==> config.mk <==
export PLATFORM = sky130hd
export DESIGN_NAME = eight_point_ifft
export DESIGN_NICKNAME = d
export VERILOG_FILES = /design/src/rtl/fft_pkg.sv /design/src/rtl/ifft_bfly.sv /design/src/rtl/eight_point_ifft.sv
export SDC_FILE = /design/constraint.sdc
export NUM_CORES = 2
export LEC_CHECK = 0
export CAP_MARGIN = 20
export CORE_ASPECT_RATIO = 1.4
export CORE_MARGIN = 3
export CORE_UTILIZATION = 25
export CTS_CLUSTER_DIAMETER = 40
export DETAILED_ROUTE_END_ITERATION = 16
export SLEW_MARGIN = 10
export SYNTH_ARGS = -nofsm -noshare
export SYNTH_HDL_FRONTEND = slang
export SYNTH_HIERARCHICAL = 1
export SYNTH_SLANG_ARGS = --single-unit
==> constraint.sdc <==
create_clock -name CLK -period 15.9 [get_ports CLK]
set_input_delay 3.18 -clock CLK [delete_from_list [all_inputs] [get_ports CLK]]
set_output_delay 3.18 -clock CLK [all_outputs]
set_load 0.01 [all_outputs]
==> src/rtl/fft_pkg.sv <==
// Shared widths, twiddle constant, FSM encoding and helpers for the 8-point FFT/IFFT datapath.
package fft_pkg;

  localparam int DW    = 16;
  localparam int IW    = DW + 3;
  localparam int C_Q15 = 23170;

  typedef enum logic [1:0] {
    ST_IDLE = 2'd0,
    ST_BUSY = 2'd1,
    ST_OUT  = 2'd2
  } state_e;

  // Twiddle factors used by the inverse transform (positive exponent).
  typedef enum logic [1:0] {
    TW_ONE = 2'd0,
    TW_J   = 2'd1,
    TW_C   = 2'd2,
    TW_NC  = 2'd3
  } tw_sel_e;

  function automatic logic [2:0] rev3(input logic [2:0] i);
    return {i[0], i[1], i[2]};
  endfunction

  // Sign-magnitude to two's complement; negative zero folds to zero.
  function automatic logic signed [IW-1:0] sm_to_tc(input logic [DW-1:0] sm);
    logic signed [IW-1:0] mag;
    mag = {{(IW-DW+1){1'b0}}, sm[DW-2:0]};
    return sm[DW-1] ? -mag : mag;
  endfunction

endpackage

==> src/rtl/ifft_bfly.sv <==
// Combinational radix-2 complex butterfly: returns a+W*b and a-W*b at internal width.
module ifft_bfly
  import fft_pkg::*;
(
  input  logic signed [IW-1:0] a_re,
  input  logic signed [IW-1:0] a_im,
  input  logic signed [IW-1:0] b_re,
  input  logic signed [IW-1:0] b_im,
  input  tw_sel_e              tw_sel,
  output logic signed [IW-1:0] sum_re,
  output logic signed [IW-1:0] sum_im,
  output logic signed [IW-1:0] dif_re,
  output logic signed [IW-1:0] dif_im
);

  localparam logic signed [IW+16:0] C_W  = (IW+17)'(C_Q15);
  localparam logic signed [IW+16:0] HALF = (IW+17)'(1 << 14);

  // Q15 multiply by C with round-half-up.
  function automatic logic signed [IW-1:0] mul_c(input logic signed [IW-1:0] x);
    logic signed [IW+16:0] prod;
    prod = (IW+17)'(x) * C_W + HALF;
    return prod[IW+14:15];
  endfunction

  logic signed [IW-1:0] cr, ci, wb_re, wb_im;

  always_comb begin
    cr    = mul_c(b_re);
    ci    = mul_c(b_im);
    wb_re = b_re;
    wb_im = b_im;
    case (tw_sel)
      TW_J:    begin wb_re = -b_im;    wb_im = b_re;    end
      TW_C:    begin wb_re = cr - ci;  wb_im = cr + ci; end
      TW_NC:   begin wb_re = -cr - ci; wb_im = cr - ci; end
      default: ;
    endcase
  end

  assign sum_re = a_re + wb_re;
  assign sum_im = a_im + wb_im;
  assign dif_re = a_re - wb_re;
  assign dif_im = a_im - wb_im;

endmodule

==> src/rtl/eight_point_ifft.sv <==
// Sequential 8-point inverse FFT, one time-shared butterfly over 12 cycles.
// Define IFFT_SCALE_EN for a 1/8-scaled result; default output is the unscaled sum.
module eight_point_ifft
  import fft_pkg::*;
(
  input  logic          CLK,
  input  logic          RST_N,
  input  logic          write,
  input  logic          start,
  input  logic [DW-1:0] in0_real, in1_real, in2_real, in3_real,
  input  logic [DW-1:0] in4_real, in5_real, in6_real, in7_real,
  input  logic [DW-1:0] in0_imag, in1_imag, in2_imag, in3_imag,
  input  logic [DW-1:0] in4_imag, in5_imag, in6_imag, in7_imag,
  output logic [DW-1:0] out0_real, out1_real, out2_real, out3_real,
  output logic [DW-1:0] out4_real, out5_real, out6_real, out7_real,
  output logic [DW-1:0] out0_imag, out1_imag, out2_imag, out3_imag,
  output logic [DW-1:0] out4_imag, out5_imag, out6_imag, out7_imag,
  output logic          busy,
  output logic          ready
);

  localparam logic signed [IW-1:0] SAT_MAX = IW'((1 << (DW-1)) - 1);
  localparam logic signed [IW-1:0] RND8    = IW'(4);

  function automatic logic [DW-1:0] to_sm(input logic signed [IW-1:0] x);
    logic signed [IW-1:0] v, mag;
`ifdef IFFT_SCALE_EN
    v = (x + RND8) >>> 3;
`else
    v = x;
`endif
    if (v > SAT_MAX)       v = SAT_MAX;
    else if (v < -SAT_MAX) v = -SAT_MAX;
    mag = v[IW-1] ? -v : v;
    return {v[IW-1], mag[DW-2:0]};
  endfunction

  logic [DW-1:0] in_re [8];
  logic [DW-1:0] in_im [8];
  assign in_re = '{in0_real, in1_real, in2_real, in3_real, in4_real, in5_real, in6_real, in7_real};
  assign in_im = '{in0_imag, in1_imag, in2_imag, in3_imag, in4_imag, in5_imag, in6_imag, in7_imag};

  state_e               state_reg;
  logic [1:0]           s_reg, b_reg;
  logic                 ready_reg, busy_reg;
  logic signed [IW-1:0] work_re_reg [8];
  logic signed [IW-1:0] work_im_reg [8];
  logic [DW-1:0]        out_re_reg [8];
  logic [DW-1:0]        out_im_reg [8];

  logic [2:0]           p_idx, q_idx;
  tw_sel_e              tw_sel;
  logic signed [IW-1:0] sum_re, sum_im, dif_re, dif_im;

  // Butterfly addressing: p = (b>>s)*2h + (b mod h), q = p + h.
  always_comb begin
    p_idx  = '0;
    q_idx  = '0;
    tw_sel = TW_ONE;
    case (s_reg)
      2'd0: begin
        p_idx = {b_reg, 1'b0};
        q_idx = {b_reg, 1'b1};
      end
      2'd1: begin
        p_idx  = {b_reg[1], 1'b0, b_reg[0]};
        q_idx  = {b_reg[1], 1'b1, b_reg[0]};
        tw_sel = b_reg[0] ? TW_J : TW_ONE;
      end
      default: begin
        p_idx = {1'b0, b_reg};
        q_idx = {1'b1, b_reg};
        case (b_reg)
          2'd1:    tw_sel = TW_C;
          2'd2:    tw_sel = TW_J;
          2'd3:    tw_sel = TW_NC;
          default: tw_sel = TW_ONE;
        endcase
      end
    endcase
  end

  ifft_bfly u_bfly (
    .a_re   (work_re_reg[p_idx]),
    .a_im   (work_im_reg[p_idx]),
    .b_re   (work_re_reg[q_idx]),
    .b_im   (work_im_reg[q_idx]),
    .tw_sel (tw_sel),
    .sum_re (sum_re),
    .sum_im (sum_im),
    .dif_re (dif_re),
    .dif_im (dif_im)
  );

  always_ff @(posedge CLK or negedge RST_N) begin
    if (!RST_N) begin
      state_reg <= ST_IDLE;
      s_reg     <= '0;
      b_reg     <= '0;
      ready_reg <= 1'b0;
      busy_reg  <= 1'b0;
      for (int i = 0; i < 8; i++) begin
        work_re_reg[i] <= '0;
        work_im_reg[i] <= '0;
        out_re_reg[i]  <= '0;
        out_im_reg[i]  <= '0;
      end
    end else begin
      case (state_reg)
        ST_IDLE: begin
          // Bins land in bit-reversed slots so the in-place passes finish in natural order.
          if (write) begin
            for (int i = 0; i < 8; i++) begin
              work_re_reg[i] <= sm_to_tc(in_re[rev3(3'(i))]);
              work_im_reg[i] <= sm_to_tc(in_im[rev3(3'(i))]);
            end
          end
          if (write || start) ready_reg <= 1'b0;
          if (start) begin
            state_reg <= ST_BUSY;
            busy_reg  <= 1'b1;
            s_reg     <= '0;
            b_reg     <= '0;
          end
        end
        ST_BUSY: begin
          work_re_reg[p_idx] <= sum_re;
          work_im_reg[p_idx] <= sum_im;
          work_re_reg[q_idx] <= dif_re;
          work_im_reg[q_idx] <= dif_im;
          b_reg <= b_reg + 2'd1;
          if (b_reg == 2'd3) begin
            s_reg <= s_reg + 2'd1;
            if (s_reg == 2'd2) state_reg <= ST_OUT;
          end
        end
        ST_OUT: begin
          for (int i = 0; i < 8; i++) begin
            out_re_reg[i] <= to_sm(work_re_reg[i]);
            out_im_reg[i] <= to_sm(work_im_reg[i]);
          end
          ready_reg <= 1'b1;
          busy_reg  <= 1'b0;
          state_reg <= ST_IDLE;
        end
        default: state_reg <= ST_IDLE;
      endcase
    end
  end

  assign {out0_real, out1_real, out2_real, out3_real} = {out_re_reg[0], out_re_reg[1], out_re_reg[2], out_re_reg[3]};
  assign {out4_real, out5_real, out6_real, out7_real} = {out_re_reg[4], out_re_reg[5], out_re_reg[6], out_re_reg[7]};
  assign {out0_imag, out1_imag, out2_imag, out3_imag} = {out_im_reg[0], out_im_reg[1], out_im_reg[2], out_im_reg[3]};
  assign {out4_imag, out5_imag, out6_imag, out7_imag} = {out_im_reg[4], out_im_reg[5], out_im_reg[6], out_im_reg[7]};
  assign busy  = busy_reg;
  assign ready = ready_reg;

endmodule

After elaboration in Yosys (flattened, before gate mapping):

Cells that the tools add are included.
W data, S select, Z words.

* output and inout port bits: 258
* flip-flop bits (word level): 568

* mux-type cells: 123
* reductions and logical operators: 13
* bitwise gates (word level): 2
* $add $sub $neg: 45
* multiply operators: 2
* order comparisons: 36
* equal/unequal tests: 15

Operator list (number)
* $mux W19: 74
* $bwmux W152: 4
* $pmux W152 S2: 2
* $gt A19 B16 Y1 const B: 16
* $lt A19 B16 Y1 const B: 16
* $mux W152: 2
* $neg A15 Y19: 16
* $mux W15: 16
* $neg A15 Y15: 16
* $bmux W19 S3: 4
* $demux W19 S3: 2
* $pmux W19 S3: 2
* $sub A19 B19 Y19: 4
* $add A34 B16 Y34 const B: 2
* $mul A19 B15 Y33 const B: 2
* $add A19 B19 Y19: 3
* $neg A19 Y19: 2
* $pmux W2 S2: 4
* $eq A2 B2 Y1 const B: 6
* $pmux W3 S2: 2
* $mux W2: 5
* $ne A2 B2 Y1 const B: 5
* $eq A2 B1 Y1 const B: 4
* $ge A4 B4 Y1 const B: 2
* 12 further kinds: 25

Logic depth before layout (Yosys ltp):

* word-level depth: 15
* gate-level depth with buffers: 57

Hierarchy:

Netlist, hierarchy kept.

By module, submodules not included
* eight_point_ifft: times used 1, area each 42095.4 um2, seq. area each 14213.6 um2, cells each 5230
* ifft_bfly: times used 1, area each 16842.4 um2, seq. area each 0.0 um2, cells each 2018

Least setup slack after synthesis:

OpenSTA, ideal clock, no wires.

* kind: register -> register
* start: register s_reg[0]
* end: register work_im_reg[113] in the netlist's numbering
* library setup time: 78 ps
* data arrival time: 11810 ps
* path slack: 4012 ps
* buffers on the path: 6
* cell stages (with the launch flop): 54
* data required time: 15822 ps
* cells stage by stage: dfrtp_1 > inv_1 > ha_1 > clkbuf_1 > clkbuf_1 > nor4b_1 > clkbuf_1 > buf_1 > a22oi_1 > nand4_1 > ha_1 > inv_1 > fa_1 > inv_1 > ha_1 > fa_1 > fa_1 > ha_1 > (+18 left out) > a21oi_1 > o311ai_0 > a31oi_1 > xnor2_1 > mux4_2 > ha_1 > clkbuf_1 > nor2_1 > nand2_1 > o21ai_0 > a311oi_1 > o21bai_1 > a21oi_1 > xor2_1 > a22oi_1 > o21ai_0 > a211oi_1 > a21oi_1

* elaborated cells between the ends (all ways): 41
* those cells by class: 6 x add/sub; 2 x mul; 4 x order compare; 4 x eq/ne; 20 x mux; 2 x bitwise; 3 x reduce/logical

RTL lines
* start: declaration: RTL line eight_point_ifft.sv:44 `logic [1:0] s_reg, b_reg;`
* start signal: assignment: RTL line eight_point_ifft.sv:133 `s_reg <= s_reg + 2'd1;`
* $eq A2 B1 Y1 or $logic_not A2 Y1 (tied branches): RTL line eight_point_ifft.sv:60 `case (s_reg)`
* $pmux W3 S2: RTL line eight_point_ifft.sv:60
* $not A3 Y4 (not written as such): RTL line eight_point_ifft.sv:86, eight_point_ifft.sv:87
* $bmux W19 S3 (on tied branches): RTL line eight_point_ifft.sv:86, eight_point_ifft.sv:87
* $mux W19 (on tied branches) (2 in series): RTL line eight_point_ifft.sv:86, eight_point_ifft.sv:87
* $mul A19 B15 Y33: RTL line ifft_bfly.sv:22 `prod = (IW+17)'(x) * C_W + HALF;`
* $add A34 B16 Y34: RTL line ifft_bfly.sv:22
* $sub A19 B19 Y19 or $add A19 B19 Y19 (tied branches): RTL line ifft_bfly.sv:36, ifft_bfly.sv:35
* $pmux W19 S3: RTL line ifft_bfly.sv:33 `case (tw_sel)`
* $sub A19 B19 Y19 *: RTL line ifft_bfly.sv:44 `assign dif_im = a_im - wb_im;`
* net dif_im[18]: RTL line eight_point_ifft.sv:53 `logic signed [IW-1:0] sum_re, sum_im, dif_re, dif_im;`
* $bwmux W152 *: RTL line eight_point_ifft.sv:130 `work_im_reg[q_idx] <= dif_im;`
* $pmux W152 S2 *: RTL line eight_point_ifft.sv:109 `case (state_reg)`
* end signal: indexed assignment: RTL line eight_point_ifft.sv:115 `work_im_reg[i] <= sm_to_tc(in_im[rev3(3'(i))]);`
* end signal: indexed assignment: RTL line eight_point_ifft.sv:128 `work_im_reg[p_idx] <= sum_im;`
* end signal: indexed assignment: RTL line eight_point_ifft.sv:130
* end: declaration: RTL line eight_point_ifft.sv:47 `logic signed [IW-1:0] work_im_reg [8];`

Mark *: on every way through the listed nets, which the timed path passes. The rest lies on a longest branch. The select of a mux whose other input is x is not followed.
A chain may end at the register's enable or synchronous reset.

Final worst setup path:

* start: register s_reg[1]
* end: register work_re_reg[36] in the netlist's numbering

* elaborated cells between the ends (all ways): 43
* those cells by class: 8 x add/sub; 2 x mul; 4 x order compare; 4 x eq/ne; 20 x mux; 2 x bitwise; 3 x reduce/logical

RTL lines
* $eq A2 B1 Y1 or $logic_not A2 Y1 (tied branches): RTL line eight_point_ifft.sv:60
* $pmux W3 S2: RTL line eight_point_ifft.sv:60
* $not A3 Y4 (not written as such): RTL line eight_point_ifft.sv:86, eight_point_ifft.sv:87
* $bmux W19 S3: RTL line eight_point_ifft.sv:86 `.b_re (work_re_reg[q_idx]),`
* $mux W19 (not written as such) (2 in series): RTL line eight_point_ifft.sv:86
* $mul A19 B15 Y33: RTL line ifft_bfly.sv:22
* $add A34 B16 Y34: RTL line ifft_bfly.sv:22
* $neg A19 Y19: RTL line ifft_bfly.sv:36 `TW_NC: begin wb_re = -cr - ci; wb_im = cr - ci; end`
* $sub A19 B19 Y19: RTL line ifft_bfly.sv:36
* $pmux W19 S3: RTL line ifft_bfly.sv:33
* $sub A19 B19 Y19 *: RTL line ifft_bfly.sv:43 `assign dif_re = a_re - wb_re;`
* net dif_re[17]: RTL line eight_point_ifft.sv:53
* $bwmux W152 *: RTL line eight_point_ifft.sv:129 `work_re_reg[q_idx] <= dif_re;`
* $pmux W152 S2 *: RTL line eight_point_ifft.sv:109
* end signal: indexed assignment: RTL line eight_point_ifft.sv:114 `work_re_reg[i] <= sm_to_tc(in_re[rev3(3'(i))]);`
* end signal: indexed assignment: RTL line eight_point_ifft.sv:127 `work_re_reg[p_idx] <= sum_re;`
* end signal: indexed assignment: RTL line eight_point_ifft.sv:129
* end: declaration: RTL line eight_point_ifft.sv:46 `logic signed [IW-1:0] work_re_reg [8];`

Marked as above.

==> run summary <==
number of remaining DRC errors -> 0
Num CTS Buffers -> 81
drt wl/cell -> 29.1 microns
GP Congestion -> 1.03
Mapped Nets -> 8152
Worst Setup Slack, final -> 1.23 ns
Multi-input gate area -> 41200 sq um
clock root buffer -> clkbuf_16
Post-DRT Antenna Nets -> 0
FILL cells -> 24.7k
DP Worst Slack -> 1.75 ns
crit path kind -> reg2reg
Initial DRC Count -> 7049
Die Y -> 581 microns
Reg area -> 14200 sq um
CTS tree -> yes
most frequent CP cell -> ha_1
CTS clock-pin slew for the worst setup and hold paths -> 0.07 ns
largest net degree at the start of global routing -> 140
share of cells above drive strength 1 -> 6.55%
Vias per Instance -> 5.87
fin. max-slew vios -> 0
vias in the first global route -> 59.9k
delay of the slowest cell on the worst path -> 0.91 ns
asr flop ratio synth -> 100%
Worst-Margin Slew -> 1.27 ns
row count -> 210
Critical Path RT -> 16.53 ns
total clock sinks -> 568
cell taking the most area after synthesis -> dfrtp_1
clock latency on the worst-skew pair -> 0.72 ns
Tmin final -> 14.67 ns
outcome -> finished clean
DP HPWL -> 242000 microns
initial antenna violation count -> 53
final setup TNS -> 0 ns
WL final -> 309000 microns
Gates resized, CTS repair -> 0
hold buffers post-CTS -> 0
most frequent cells in the layout -> nand2_1, dfrtp_1, nor2_1, o21ai_0, clkdlybuf4s50_1
YS warnings -> 6
sequential element share of the synthesized area -> 24.1%
Synth top area share -> 24.1%
Final period util -> 92.3%
Yosys cell types -> 116
WP data arrival -> 15.30 ns
Post-synth EDFFs -> 0
Initial Util -> 25.2%
Hold Crit Class -> reg2reg
Buf/Inv on CP -> 5
Hold Slack -> 0.474 ns
Hold Violations, Final -> 0
Synth Register Bits -> 568
Area growth syn-to-layout -> 19.4%
Die Width -> 416 microns
first drt pass iteration count -> 6
RSZ-0062 raised after global routing -> false
worst reg-to-reg setup slack -> 1.23 ns
first-pass GRT wire length -> 437000 microns
slew margin rel. -> 14.5%
Layout Utilization -> 30.0%
Top delay family on crit path -> adder cells
Synth Cell Area -> 58900 sq um
CP Capture Type -> flip-flop
IO Count -> 518
fmax -> 68.2 MHz
gr ovfl total -> 0
Crit-path slowest cell -> nand4_1
Setup-failing EPs final -> 0
clk buf depth -> 3
Max H-tree Level -> 3
CP Launch Type -> flip-flop
per-instance average area after synthesis -> 8.13 sq um
number of max-cap violations -> 0
IO Port Bufs -> 517
synth top area cells -> dfrtp_1, ha_1, fa_1
Die ar. -> 242000 sq um
post-CTS setup buffer count -> 0
Setup Skew -> 0.0470 ns
final layout net count -> 8363
overall routing resource usage -> 24.4%
Main synth FF type -> dfrtp_1
Core ar. -> 234000 sq um
Crit Path Max Fanout -> 64
Syn Inst Count -> 7248
routed via count -> 62.4k
most common cell after layout, fill and taps aside -> nand2_1
[final timing paths]
check	start	end	depth (start not counted)
setup / recovery	s_reg[1]	work_re_reg[36]	48
hold / removal	out1_imag[2]	out1_imag[2]	2
setup reg to reg	s_reg[1]	work_re_reg[36]	48
hold reg to reg	out1_imag[2]	out1_imag[2]	2
max in group asynchronous	RST_N	out5_real[13]	4
min in group asynchronous	RST_N	out7_imag[11]	1
[metal layers]
metal / global-route usage [%] / part of all wire [%] / up-vias
met5: 0 / 0.071 / -
met4: 15.3 / 7.6 / 34
met3: 5.79 / 9.3 / 984
met2: 39.3 / 45 / 3531
met1: 29.2 / 38 / 30700
li1: - / - / 27100
[final cells by class]
type / count / area share [%]
inverters: 485 / 2.59
well taps: 3074 / 5.47
flip-flops and latches: 568 / 20.2
multi-input cells: 5661 / 58.6
clock inverters: 48 / 0.932
repair buffers: 662 / 8.97
clock buffers: 100 / 3.14
diodes: 32 / 0.114
[kinds of logic after synthesis]
family	Yosys count	synth area share (%)
adders and majority gates	645	15.6
DFF	568	24.1
buffers and inverters	1019	6.56
and+or+nand+nor	2045	16.8
AOI/OAI and AO/OA	2424	28.3
muxes	110	2.09
xor gates and xnor gates	437	6.54
[tightest hold or removal path: cells and delay by family (launching register included)]
family / cells / cell delay (ns)
flops: 1 / 0.34
simple gates: 2 / 0.10
[stage by stage]
step,cells,cell area (sq um)
6_report,10600,70300
2_1_floorplan,7248,58900
5_1_grt,10600,70300
3_3_place_gp,10400,67400
3_5_place_dp,10400,67400
4_1_cts,10600,70200
[Yosys cell counts (all sizes together), types with 92 or more instances]
master  instances
xnor2         312
nand2         582
a22o           97
nor3          150
fa            149
nand3         122
xor2          123
clkbuf        471
nor2          569
ha            495
inv           481
nor4           92
a22oi         234
a31oi         105
a221o         114
o31ai          98
a21oi         427
dfrtp         568
o21ai         568
Power is not shown: default switching activity piles up to over one toggle a cycle in this logic, so the estimate is an artifact.
